### src/rtl/assoc_cache_pkg.sv
// Shared types and parameter-derived widths for the set-associative line store.
package assoc_cache_pkg;

  typedef enum logic {
    IDLE,
    FLUSH
  } fsm_state_e;

  function automatic int unsigned idx_width(input int unsigned set_count);
    return (set_count > 1) ? $clog2(set_count) : 1;
  endfunction

  function automatic int unsigned tag_width(input int unsigned addr_width,
                                            input int unsigned set_count);
    return addr_width - $clog2(set_count);
  endfunction

  // A direct-mapped build (K = 1) still carries a 1-bit age that stays at zero.
  function automatic int unsigned age_width(input int unsigned k);
    return (k > 1) ? $clog2(k) : 1;
  endfunction

endpackage

### src/rtl/assoc_cache_set.sv
// One set: K ways with tag compare, victim selection and age-counter LRU.
module cache_set
  import assoc_cache_pkg::*;
#(
  parameter int unsigned K          = 2,
  parameter int unsigned TAG_W      = 7,
  parameter int unsigned LINE_WIDTH = 32
) (
  input  logic                  clock,
  input  logic                  reset,
  input  logic                  en,
  input  logic                  write,
  input  logic                  clr,
  input  logic [TAG_W-1:0]      tag,
  input  logic [LINE_WIDTH-1:0] wdata,
  output logic                  hit,
  output logic [LINE_WIDTH-1:0] rdata,
  output logic                  victim_valid,
  output logic [TAG_W-1:0]      victim_tag,
  output logic [LINE_WIDTH-1:0] victim_data
);

  localparam int unsigned AGE_W = age_width(K);
  typedef logic [AGE_W-1:0] way_t;

  logic [K-1:0]          valid;
  logic [TAG_W-1:0]      tags [K];
  logic [LINE_WIDTH-1:0] data [K];
  way_t                  age  [K];

  logic [K-1:0] match;
  way_t         hit_way;
  way_t         victim_way;
  way_t         touch_way;
  way_t         touch_age;

  always_comb begin
    match      = '0;
    hit_way    = '0;
    victim_way = '0;
    for (int unsigned w = 0; w < K; w++) begin
      match[w] = valid[w] && (tags[w] == tag);
      if (match[w]) hit_way = way_t'(w);
      if (age[w] == way_t'(K - 1)) victim_way = way_t'(w);
    end
    // Descending scan so the lowest-index invalid way overrides the LRU pick.
    for (int unsigned w = K; w > 0; w--) begin
      if (!valid[w-1]) victim_way = way_t'(w - 1);
    end
    hit          = |match;
    touch_way    = hit ? hit_way : victim_way;
    touch_age    = age[touch_way];
    rdata        = data[hit_way];
    victim_valid = valid[victim_way];
    victim_tag   = tags[victim_way];
    victim_data  = data[victim_way];
  end

  always_ff @(posedge clock or posedge reset) begin
    if (reset) begin
      for (int unsigned w = 0; w < K; w++) begin
        valid[w] <= 1'b0;
        age[w]   <= way_t'(w);
        tags[w]  <= '0;
        data[w]  <= '0;
      end
    end else if (clr) begin
      for (int unsigned w = 0; w < K; w++) begin
        valid[w] <= 1'b0;
        age[w]   <= way_t'(w);
      end
    end else if (en && (hit || write)) begin
      if (write) begin
        valid[touch_way] <= 1'b1;
        tags[touch_way]  <= tag;
        data[touch_way]  <= wdata;
      end
      for (int unsigned w = 0; w < K; w++) begin
        if (way_t'(w) == touch_way) begin
          age[w] <= '0;
        end else if (age[w] < touch_age) begin
          age[w] <= age[w] + 1'b1;
        end
      end
    end
  end

endmodule

### src/rtl/assoc_cache.sv
// K-way set-associative write-allocate line store: FSM, flush walk and registered responses.
module assoc_cache
  import assoc_cache_pkg::*;
#(
  parameter int unsigned SET_COUNT  = 2,
  parameter int unsigned ADDR_WIDTH = 8,
  parameter int unsigned LINE_WIDTH = 32,
  parameter int unsigned K          = 2
) (
  input  logic                  clock,
  input  logic                  reset,
  input  logic                  req_valid,
  output logic                  req_ready,
  input  logic                  req_write,
  input  logic [ADDR_WIDTH-1:0] req_addr,
  input  logic [LINE_WIDTH-1:0] req_wdata,
  input  logic                  flush,
  output logic                  flush_busy,
  output logic                  resp_valid,
  output logic                  resp_hit,
  output logic [LINE_WIDTH-1:0] resp_rdata,
  output logic                  evict_valid,
  output logic [ADDR_WIDTH-1:0] evict_addr,
  output logic [LINE_WIDTH-1:0] evict_data
);

  localparam int unsigned IDX_W = idx_width(SET_COUNT);
  localparam int unsigned TAG_W = tag_width(ADDR_WIDTH, SET_COUNT);

  fsm_state_e        state, state_next;
  logic [IDX_W-1:0]  flush_cnt, flush_cnt_next;
  logic              accept;
  logic [IDX_W-1:0]  idx;
  logic [TAG_W-1:0]  tag;

  logic [SET_COUNT-1:0]  set_hit;
  logic [SET_COUNT-1:0]  set_vvalid;
  logic [LINE_WIDTH-1:0] set_rdata [SET_COUNT];
  logic [LINE_WIDTH-1:0] set_vdata [SET_COUNT];
  logic [TAG_W-1:0]      set_vtag  [SET_COUNT];

  logic sel_hit;
  logic do_evict;

  assign idx = req_addr[IDX_W-1:0];
  assign tag = req_addr[ADDR_WIDTH-1:IDX_W];

  for (genvar s = 0; s < SET_COUNT; s++) begin : g_set
    cache_set #(
      .K          (K),
      .TAG_W      (TAG_W),
      .LINE_WIDTH (LINE_WIDTH)
    ) u_set (
      .clock        (clock),
      .reset        (reset),
      .en           (accept && (idx == IDX_W'(s))),
      .write        (req_write),
      .clr          ((state == FLUSH) && (flush_cnt == IDX_W'(s))),
      .tag          (tag),
      .wdata        (req_wdata),
      .hit          (set_hit[s]),
      .rdata        (set_rdata[s]),
      .victim_valid (set_vvalid[s]),
      .victim_tag   (set_vtag[s]),
      .victim_data  (set_vdata[s])
    );
  end

  always_comb begin
    state_next     = state;
    flush_cnt_next = flush_cnt;
    req_ready      = 1'b0;
    flush_busy     = 1'b0;
    case (state)
      IDLE: begin
        req_ready = !flush;
        if (flush) begin
          state_next     = FLUSH;
          flush_cnt_next = '0;
        end
      end
      FLUSH: begin
        flush_busy     = 1'b1;
        flush_cnt_next = flush_cnt + 1'b1;
        if (flush_cnt == IDX_W'(SET_COUNT - 1)) begin
          state_next     = IDLE;
          flush_cnt_next = '0;
        end
      end
      default: state_next = IDLE;
    endcase
  end

  assign accept   = req_valid && req_ready;
  assign sel_hit  = set_hit[idx];
  assign do_evict = accept && req_write && !sel_hit && set_vvalid[idx];

  always_ff @(posedge clock or posedge reset) begin
    if (reset) begin
      state     <= IDLE;
      flush_cnt <= '0;
    end else begin
      state     <= state_next;
      flush_cnt <= flush_cnt_next;
    end
  end

  always_ff @(posedge clock or posedge reset) begin
    if (reset) begin
      resp_valid  <= 1'b0;
      resp_hit    <= 1'b0;
      resp_rdata  <= '0;
      evict_valid <= 1'b0;
      evict_addr  <= '0;
      evict_data  <= '0;
    end else begin
      resp_valid  <= accept;
      resp_hit    <= accept && sel_hit;
      resp_rdata  <= (accept && !req_write && sel_hit) ? set_rdata[idx] : '0;
      evict_valid <= do_evict;
      if (do_evict) begin
        evict_addr <= {set_vtag[idx], idx};
        evict_data <= set_vdata[idx];
      end
    end
  end

endmodule
### config.mk
export PLATFORM = sky130hd
export DESIGN_NAME = assoc_cache
export DESIGN_NICKNAME = d
export VERILOG_FILES = /design/src/rtl/assoc_cache_pkg.sv /design/src/rtl/assoc_cache_set.sv /design/src/rtl/assoc_cache.sv
export SDC_FILE = /design/constraint.sdc
export NUM_CORES = 1
export LEC_CHECK = 0
export CELL_PAD_IN_SITES_DETAIL_PLACEMENT = 1
export CELL_PAD_IN_SITES_GLOBAL_PLACEMENT = 1
export CORE_MARGIN = 8
export CORE_UTILIZATION = 25
export DETAILED_ROUTE_END_ITERATION = 8
export PLACE_DENSITY = 0.44
export RECOVER_POWER = 100
export SETUP_SLACK_MARGIN = 0.05
export SLEW_MARGIN = 10
export SYNTH_ARGS = -nofsm -noshare
export SYNTH_HDL_FRONTEND = slang
export SYNTH_SLANG_ARGS = --single-unit
### constraint.sdc
create_clock -name clock -period 12.86 [get_ports clock]
set_clock_uncertainty 0.1 [all_clocks]
set_input_delay 1.286 -clock clock [delete_from_list [all_inputs] [get_ports clock]]
set_output_delay 1.286 -clock clock [all_outputs]
set_load 0.05 [all_outputs]
### Word-level counts from Yosys, hierarchy flattened

Cells that the tools add are included.

* register bits after elaboration: 241
* bits in latches: 0
* RAM bits: 0
* bits in read-only memories: 0
* input bits: 45
* word-level logic and storage cells: 204
* memories kept: 0

* add/subtract/negate cells: 5
* $mul: 0
* divide/modulo/power cells: 0
* magnitude comparators: 20
* equality and inequality tests: 7
* shift-type cells: 0
* multiplexer cells: 94
* bitwise operators: 14
* reductions and logical operators: 42

Operators with widths (count)
* $mux 32: 21
* $bwmux 64: 2
* $mux 7: 11
* $demux 32 s1: 2
* $mux 1: 40
* $bwmux 14: 2
* $eq 7x7->1: 4
* $logic_and 1x1->1: 21
* $mux 2: 10
* $demux 7 s1: 2
* $ge 2x2->1 const B: 7
* $not 1->2: 7
* $reduce_and 2->1: 6
* $lt 1x2->1 const B: 5
* $reduce_bool 2->1: 4
* $ne 3x2->1 const B: 2
* $reduce_and 3->1: 2
* $reduce_bool 3->1: 2
* $add 1x1->1 const B: 5
* $not 1->1: 5
* $lt 1x1->1: 4
* $lt 2x1->1 const B: 2
* $or 2x2->2: 2
* $pmux 1 s2: 2
* other kinds (6): 12

### Depth between registers and ports, before layout

Gate-level depths: netlist of run 1.

* depth after elaboration: 13
* depth in mapped cells: 9

### Cells and area by module

A second synthesis of run 1 with hierarchy kept.

* cells, all modules: 834
* area, all modules: 12366.9 sq um

By module, submodules not included
* cache_set: times used 2, cells an instance 291, area an instance 4347.9 sq um
* assoc_cache: times used 1, cells an instance 252, area an instance 3671.0 sq um

### Worst setup path after synthesis of run 1

No wires, ideal clock.

* path kind: input-to-reg
* start point: input flush
* end point: register evict_addr[1]
* setup time: 0.125 ns
* data arrival time: 3.510 ns
* slack: 9.125 ns
* cell stages on the path: 6
* path buffers: 1
* cell sequence: nor2_1 -> and3_1 -> nand2_1 -> o41ai_4 -> buf_6 -> mux2_2

* cells in the longest elaborated chain, start to end: 6

Ends and longest elaborated chain
* from (decl): line assoc_cache.sv:17 `input logic flush,`
* $logic_not 1->1: line assoc_cache.sv:76 `req_ready = !flush;`
* $mux 1: line assoc_cache.sv:74 `case (state)`
* $logic_and 1x1->1: line assoc_cache.sv:94 `assign accept = req_valid && req_ready;`
* $logic_and 1x1->1 (3 in a row): line assoc_cache.sv:96 `assign do_evict = accept && req_write && !sel_hit && set_vvalid[idx];`
* to (signal assigned): line assoc_cache.sv:122 `evict_addr <= {set_vtag[idx], idx};`
* to (decl): line assoc_cache.sv:23 `output logic [ADDR_WIDTH-1:0] evict_addr,`

Every way passes these cells.
A chain may end at the register's enable or synchronous reset.

### Worst setup path in the final report of run 1

* start point: input req_addr[2]
* end point: register g_set[0].u_set.data[44] (netlist bit)

* cells in the longest elaborated chain, start to end: 10
* elaborated cells between the ends (all ways): 17

Ends and longest elaborated chain
* from (decl): line assoc_cache.sv:15 `input logic [ADDR_WIDTH-1:0] req_addr,`
* $eq 7x7->1: line assoc_cache_set.sv:42 `match[w] = valid[w] && (tags[w] == tag);`
* $logic_and 1x1->1: line assoc_cache_set.sv:42
* $mux 1 / $reduce_or 2->1 (equally long branches): line assoc_cache_set.sv:43, assoc_cache_set.sv:50
* $mux 1: line assoc_cache_set.sv:51 `touch_way = hit ? hit_way : victim_way;`
* $not 1->2 (not written as such): line assoc_cache_set.sv:76 `data[touch_way] <= wdata;`
* $ge 2x2->1 (not written as such) / $lt 2x1->1 (equally long branches): line assoc_cache_set.sv:76
* $logic_and 1x1->1 (not written as such): line assoc_cache_set.sv:76
* $mux 32 (not written as such): line assoc_cache_set.sv:76
* $demux 32 s1: line assoc_cache_set.sv:76
* $bwmux 64: line assoc_cache_set.sv:76
* to (signal, indexed assignment): line assoc_cache_set.sv:76
* to (decl): line assoc_cache_set.sv:28 `logic [LINE_WIDTH-1:0] data [K];`

Several ways; a longest one is shown, not always the timed one.

==> results.ini, run 1 <==
[yosys]
synth.area.mux_share_pct=29.2
synthXorXnorAreaFrac_pct=2.37
syn_nets=960
netlist_area_um2=11600
synth_top_family_by_area=multiplexers
synth-seq-cells=241
synth_flop_cell=dfrtp_1
synthArstFlopShare_pct=100
postSynthCellCount=915
synth_seq_area_share_pct=52.0
synth-simple-area-share_pct=5.62
synth-compound-area-share_pct=7.50
synth-edff-count=0
yosysWarnings=0
synthDistinctLibCells=41
synthAdderAreaFrac_pct=0
avgSynthCellArea_um2=12.7

[routing]
ant_nets=0
totalWireLength_um=35000
vias_per_cell=4.57
dr.pass1.iters=4
routedWlPerCell_um=21.2
drt_iter0_drc=339
routed-via-count=7528
drcViolationCount=0

[floorplan]
dieArea_um2=53600
core_um2=46200
dieHeight_um=231
start_util_pct=25.1
io_pins=122
fp-row-count=79
die_w_um=231

[timing]
slew_headroom_pct=-275
setup_slack_ns=4.84
drv_slew=377
totalNegativeSetupSlack_ns=0
fin_crit_ns=8.02
hold_viol_final=0
setup_viol=0
tightest_slew_ns=5.63
period_share_pct=62.4
max_freq_ghz=0.125
rsz0062_at_grt=false

[min_path]
min_from=evict_data[30]
hp-class=reg -> reg

[placement]
portBuffers=121
dp_hpwl_um=21100
finalWeightedCongestion=0.681
post-place-ws_ns=7.80

[setup_path]
crit_fanout=36
critical_path_class=in -> reg
cp-end-kind=register
critical_path.slowest_cell=clkbuf_1
cp_common_cell=clkbuf_1
cp.arrival_ns=8.36
crit_path_max_incr_delay_ns=2.11
setup.worst_path.start=req_addr[2]
critPathRequiredTime_ns=13.19
cp.buffers_inverters=3
crit_path_start_kind=input pin
crit_path_cell_trace=dlygate4sd3_1, xnor2_1, nand4_1, nor2_4, clkbuf_1, nor2_1, o21ai_0, clkbuf_1, mux2_2
path_delay_family=buffers and inverters
rr_startpoint=g_set[0].u_set.tags[1]

[clock_network]
cts_setup_buffers=0
htreeDepth=1
cts_made_buffers=31
hold_buffers=0
clock-root-buffer=clkbuf_16
cts_buffer_depth=3
cts_tree=yes
path_clk_slew_ns=0.06
clkSinkCount=241
insertion_delay_ns=0.56
cts_resized=0

[finish]
final_nets=1063
area_growth_pct=22.9
layout_common_cells=mux2_2 (264), dfrtp_1 (239), dlygate4sd3_1 (80), nand2_1 (77), o21ai_0 (74)
final_util_pct=30.9
final_common_cell=mux2_2
drive_gt1_share_pct=31.6

[power_and_ir_drop]
cellPowerDensity_nw_per_um2=178
leakage_nw=6.97
ir_drop_v=0.0000903

[global_routing]
grt_start_max_net_pins=121
grt_pass1_vias=8390
grt.total_usage_pct=12.9
grt_pass1_wl_um=54200
grt_overflow_total=0
antenna_found_initial=2

[status]
violations=capacitance limit, slew limit
status=finished, violations left

[flow_run]
cap_violations=10

power by group:
group          internal (mW)  switching [mW]  total, mW
Combinational          0.348           0.292      0.639
Clock                  0.488           0.332      0.820
Sequential             0.938           0.138       1.08
Total                   1.77           0.761       2.53
cells in the mapped netlist (10+ instances only):
cell type  instances  area [um2]
buf_2             21         105
buf_6             10         113
clkbuf_1          32         120
dfrtp_1          239        5980
mux2_2           264        2970
mux2i_1           39         390
nand2_1           77         289
nand3_1           33         165
nor2_1            12        45.0
o211a_1           32         320
o21ai_0           73         365
xnor2_1           23         201
area by class of cell:
class                           instances  area (um2)
Clock buffer                           53         938
Inverter                                6        23.8
Fill cell                            4935       31900
Timing Repair Buffer                  137        1300
Clock inverter                          3        15.0
Tap cell                              607         759
Antenna cell                            1        2.50
Sequential cell                       241        6030
Multi-Input combinational cell        601        5180
cell families (layout without fill, tap and decap cells):
logic type | Yosys count | count (layout)
mux | 305 | 305
flops | 241 | 241
simple gates | 142 | 142
xor+xnor | 28 | 28
compound gates | 126 | 126
other cells | 0 | 1
buf+inv | 73 | 199
final timing paths:
| check | to | slack [ns] | depth (start not counted) |
|---|---|---|---|
| worst min register to register | evict_data[30] | 0.39 | 1 |
| worst min-delay path | evict_data[30] | 0.39 | 1 |
| worst max-delay path | g_set[0].u_set.data[44] | 4.84 | 9 |
| max in group asynchronous | resp_rdata[4] | 6.52 | 4 |
| min in group asynchronous | evict_data[28] | 2.73 | 2 |
| worst max register to register | g_set[0].u_set.data[44] | 5.93 | 8 |
routing by layer:
layer,share of wire [%],GRT usage (%),up-vias
li1,-,-,3477
met1,47,17.3,3910
met5,0,0,-
met3,4.3,2.63,35
met4,1.3,2.73,0
met2,47,21.3,106
worst register-to-register path, delay by kind of cell (launching register included):
| family | cells | cell delay [ns] |
|---|---|---|
| compound gates | 1 | 1.66 |
| simple gates | 3 | 0.59 |
| flops | 1 | 0.40 |
| mux | 1 | 0.44 |
| buf+inv | 2 | 3.33 |
| xor+xnor | 1 | 0.28 |
flip-flops by register name (all words and copies together) (netlist names):
| name | cells |
|---|---|
| g_set.u_set.data | 128 |
| evict_data | 32 |
| resp_rdata | 32 |
| g_set.u_set.tags | 28 |
| evict_addr | 8 |
| g_set.u_set.age | 4 |
| g_set.u_set.valid | 4 |
| evict_valid | 1 |
| flush_cnt | 1 |
| resp_hit | 1 |
| resp_valid | 1 |
| state | 1 |
through the flow:
step	cells	power, mW	hold WS, ns	cell area [um2]
after CTS	1648	2.59	0.396	14400
after detailed placement	1592	1.74	0.382	13400
after global routing	1648	2.70	0.414	14300
after floorplan	915	1.54	0.373	11600
final	1649	2.53	0.385	14300
after global placement	1592	1.73	0.377	13400
(Power assumes the default switching activity.)
==> run 2, diff against run 1 <==
- clock period: 12.86 -> 7.6 ns (I/O delays scaled with it)
==> results.ini, run 2 (synthesis gave the netlist of run 1 again) <==
[clock_network]
cts_made_buffers=30
path_clk_slew_ns=0.06
hold_buffers=0
insertion_delay_ns=0.57
clkSinkCount=241
cts_setup_buffers=0
cts_buffer_depth=3
cts_resized=0
htreeDepth=1
clock-root-buffer=clkbuf_16
cts_tree=yes

[global_routing]
grt_start_max_net_pins=129
grt_pass1_wl_um=54900
grt.total_usage_pct=13.1
grt_overflow_total=0
grt_pass1_vias=8404
antenna_found_initial=0

[timing]
totalNegativeSetupSlack_ns=0
setup_viol=0
tightest_slew_ns=3.49
drv_slew=235
rsz0062_at_grt=false
period_share_pct=71.8
max_freq_ghz=0.183
fin_crit_ns=5.46
whs_ns=0.392
hold_viol_final=0
slew_headroom_pct=-132

[power_and_ir_drop]
ir_drop_v=0.000122
total_power_mw=4.41
p_sw_mw=1.29
cellPowerDensity_nw_per_um2=307
sw_frac_of_total_pct=29.4
intPower_mw=3.11
seq_power_share_pct=41.2
leakage_nw=7.02
combPwrFrac_pct=24.4
power.clock.fraction_pct=34.4

[finish]
fill_cells=4904
area_growth_pct=23.7
fin_cells=1645
final_nets=1059
largest_register=g_set.u_set.data
n_antenna_cell=0
final_common_cell=mux2_2
largest_reg_flops=128
reg_top3=g_set.u_set.data: 128 flops, evict_data: 32 flops, resp_rdata: 32 flops
layout_common_cells=mux2_2 (264), dfrtp_1 (239), dlygate4sd3_1 (81), nand2_1 (77), o21ai_0 (73)
drive_gt1_share_pct=32.7

[placement]
portBuffers=121
dp_hpwl_um=20700
finalWeightedCongestion=0.668
dpl.cell_count=1589

[routing]
routed-via-count=7564
totalWireLength_um=35000
ant_nets=0
drt_iter0_drc=340
routedWlPerCell_um=21.3
vias_per_cell=4.60
dr.pass1.iters=4
drcViolationCount=0

[setup_path]
cp-end-kind=register
crit_path_start_kind=input pin
critPathRequiredTime_ns=7.94
cp.arrival_ns=5.80
r2r_setup_slack_ns=2.65
crit_fanout=34
critical_path_class=in -> reg

[status]
status=finished, violations left
violations=capacitance limit, slew limit

[floorplan]
dieHeight_um=231
core_um2=46200
fp-row-count=79
die_w_um=231
dieArea_um2=53600
start_util_pct=25.1
io_pins=122

[min_path]
hp-class=reg -> reg

[flow_run]
cap_violations=5

## run 2: final timing paths
path	to	startpoint	cells after the start
max	g_set[1].u_set.data[62]	req_addr[3]	8
min	evict_data[30]	evict_data[30]	1
max reg2reg	g_set[1].u_set.data[62]	g_set[1].u_set.tags[8]	7
min reg2reg	evict_data[30]	evict_data[30]	1
max in group asynchronous	g_set[0].u_set.data[7]	reset	3
min in group asynchronous	evict_data[28]	reset	2
## run 2: layout make-up
cell class                 count  area (um2)  share of cell area, %
timing repair buffer         134        1300                   9.03
tap                          607         759                   5.29
clock inverter                 9         120                  0.837
clock buffer                  47         936                   6.52
inverter                       6        30.0                  0.209
sequential                   241        6030                   42.0
multi-input combinational    601        5170                   36.1
## run 2: critical path, cell delays in order
cell and delay (ns):
dlygate4sd3_1 0.79, xnor2_1 0.19, nand4_1 0.15, nor2_1 0.40, nor2_1 0.16, nor3_1 1.02, clkbuf_1 1.83, mux2_2 0.47
## run 2: stage by stage
step	setup slack (ns)	area [um2]	utilization, %
after CTS	3.54	14400	31.3
after global routing	1.71	14400	31.1
after floorplan	0.127	11600	-
after global placement	2.96	13400	29.0
final	2.14	14400	31.1
after detailed placement	2.95	13400	29.0
## run 2: power groups by stage
stage	Sequential (mW)	Clock (mW)	Combinational, mW
2_1_floorplan	1.80	0	0.816
3_3_place_gp	1.84	0	1.10
3_5_place_dp	1.84	0	1.11
4_1_cts	1.82	1.57	1.12
5_1_grt	1.87	1.62	1.20
6_report	1.81	1.52	1.07
## run 2: per-layer routing
metal  global-route usage, %  vias to the layer above  part of all wire (%)
li1                        -                     3477                     -
met1                    18.1                     3930                    48
met2                    21.1                      115                    46
met3                    2.32                       42                   4.2
met4                    3.33                        0                   1.8
met5                       0                        -                     0
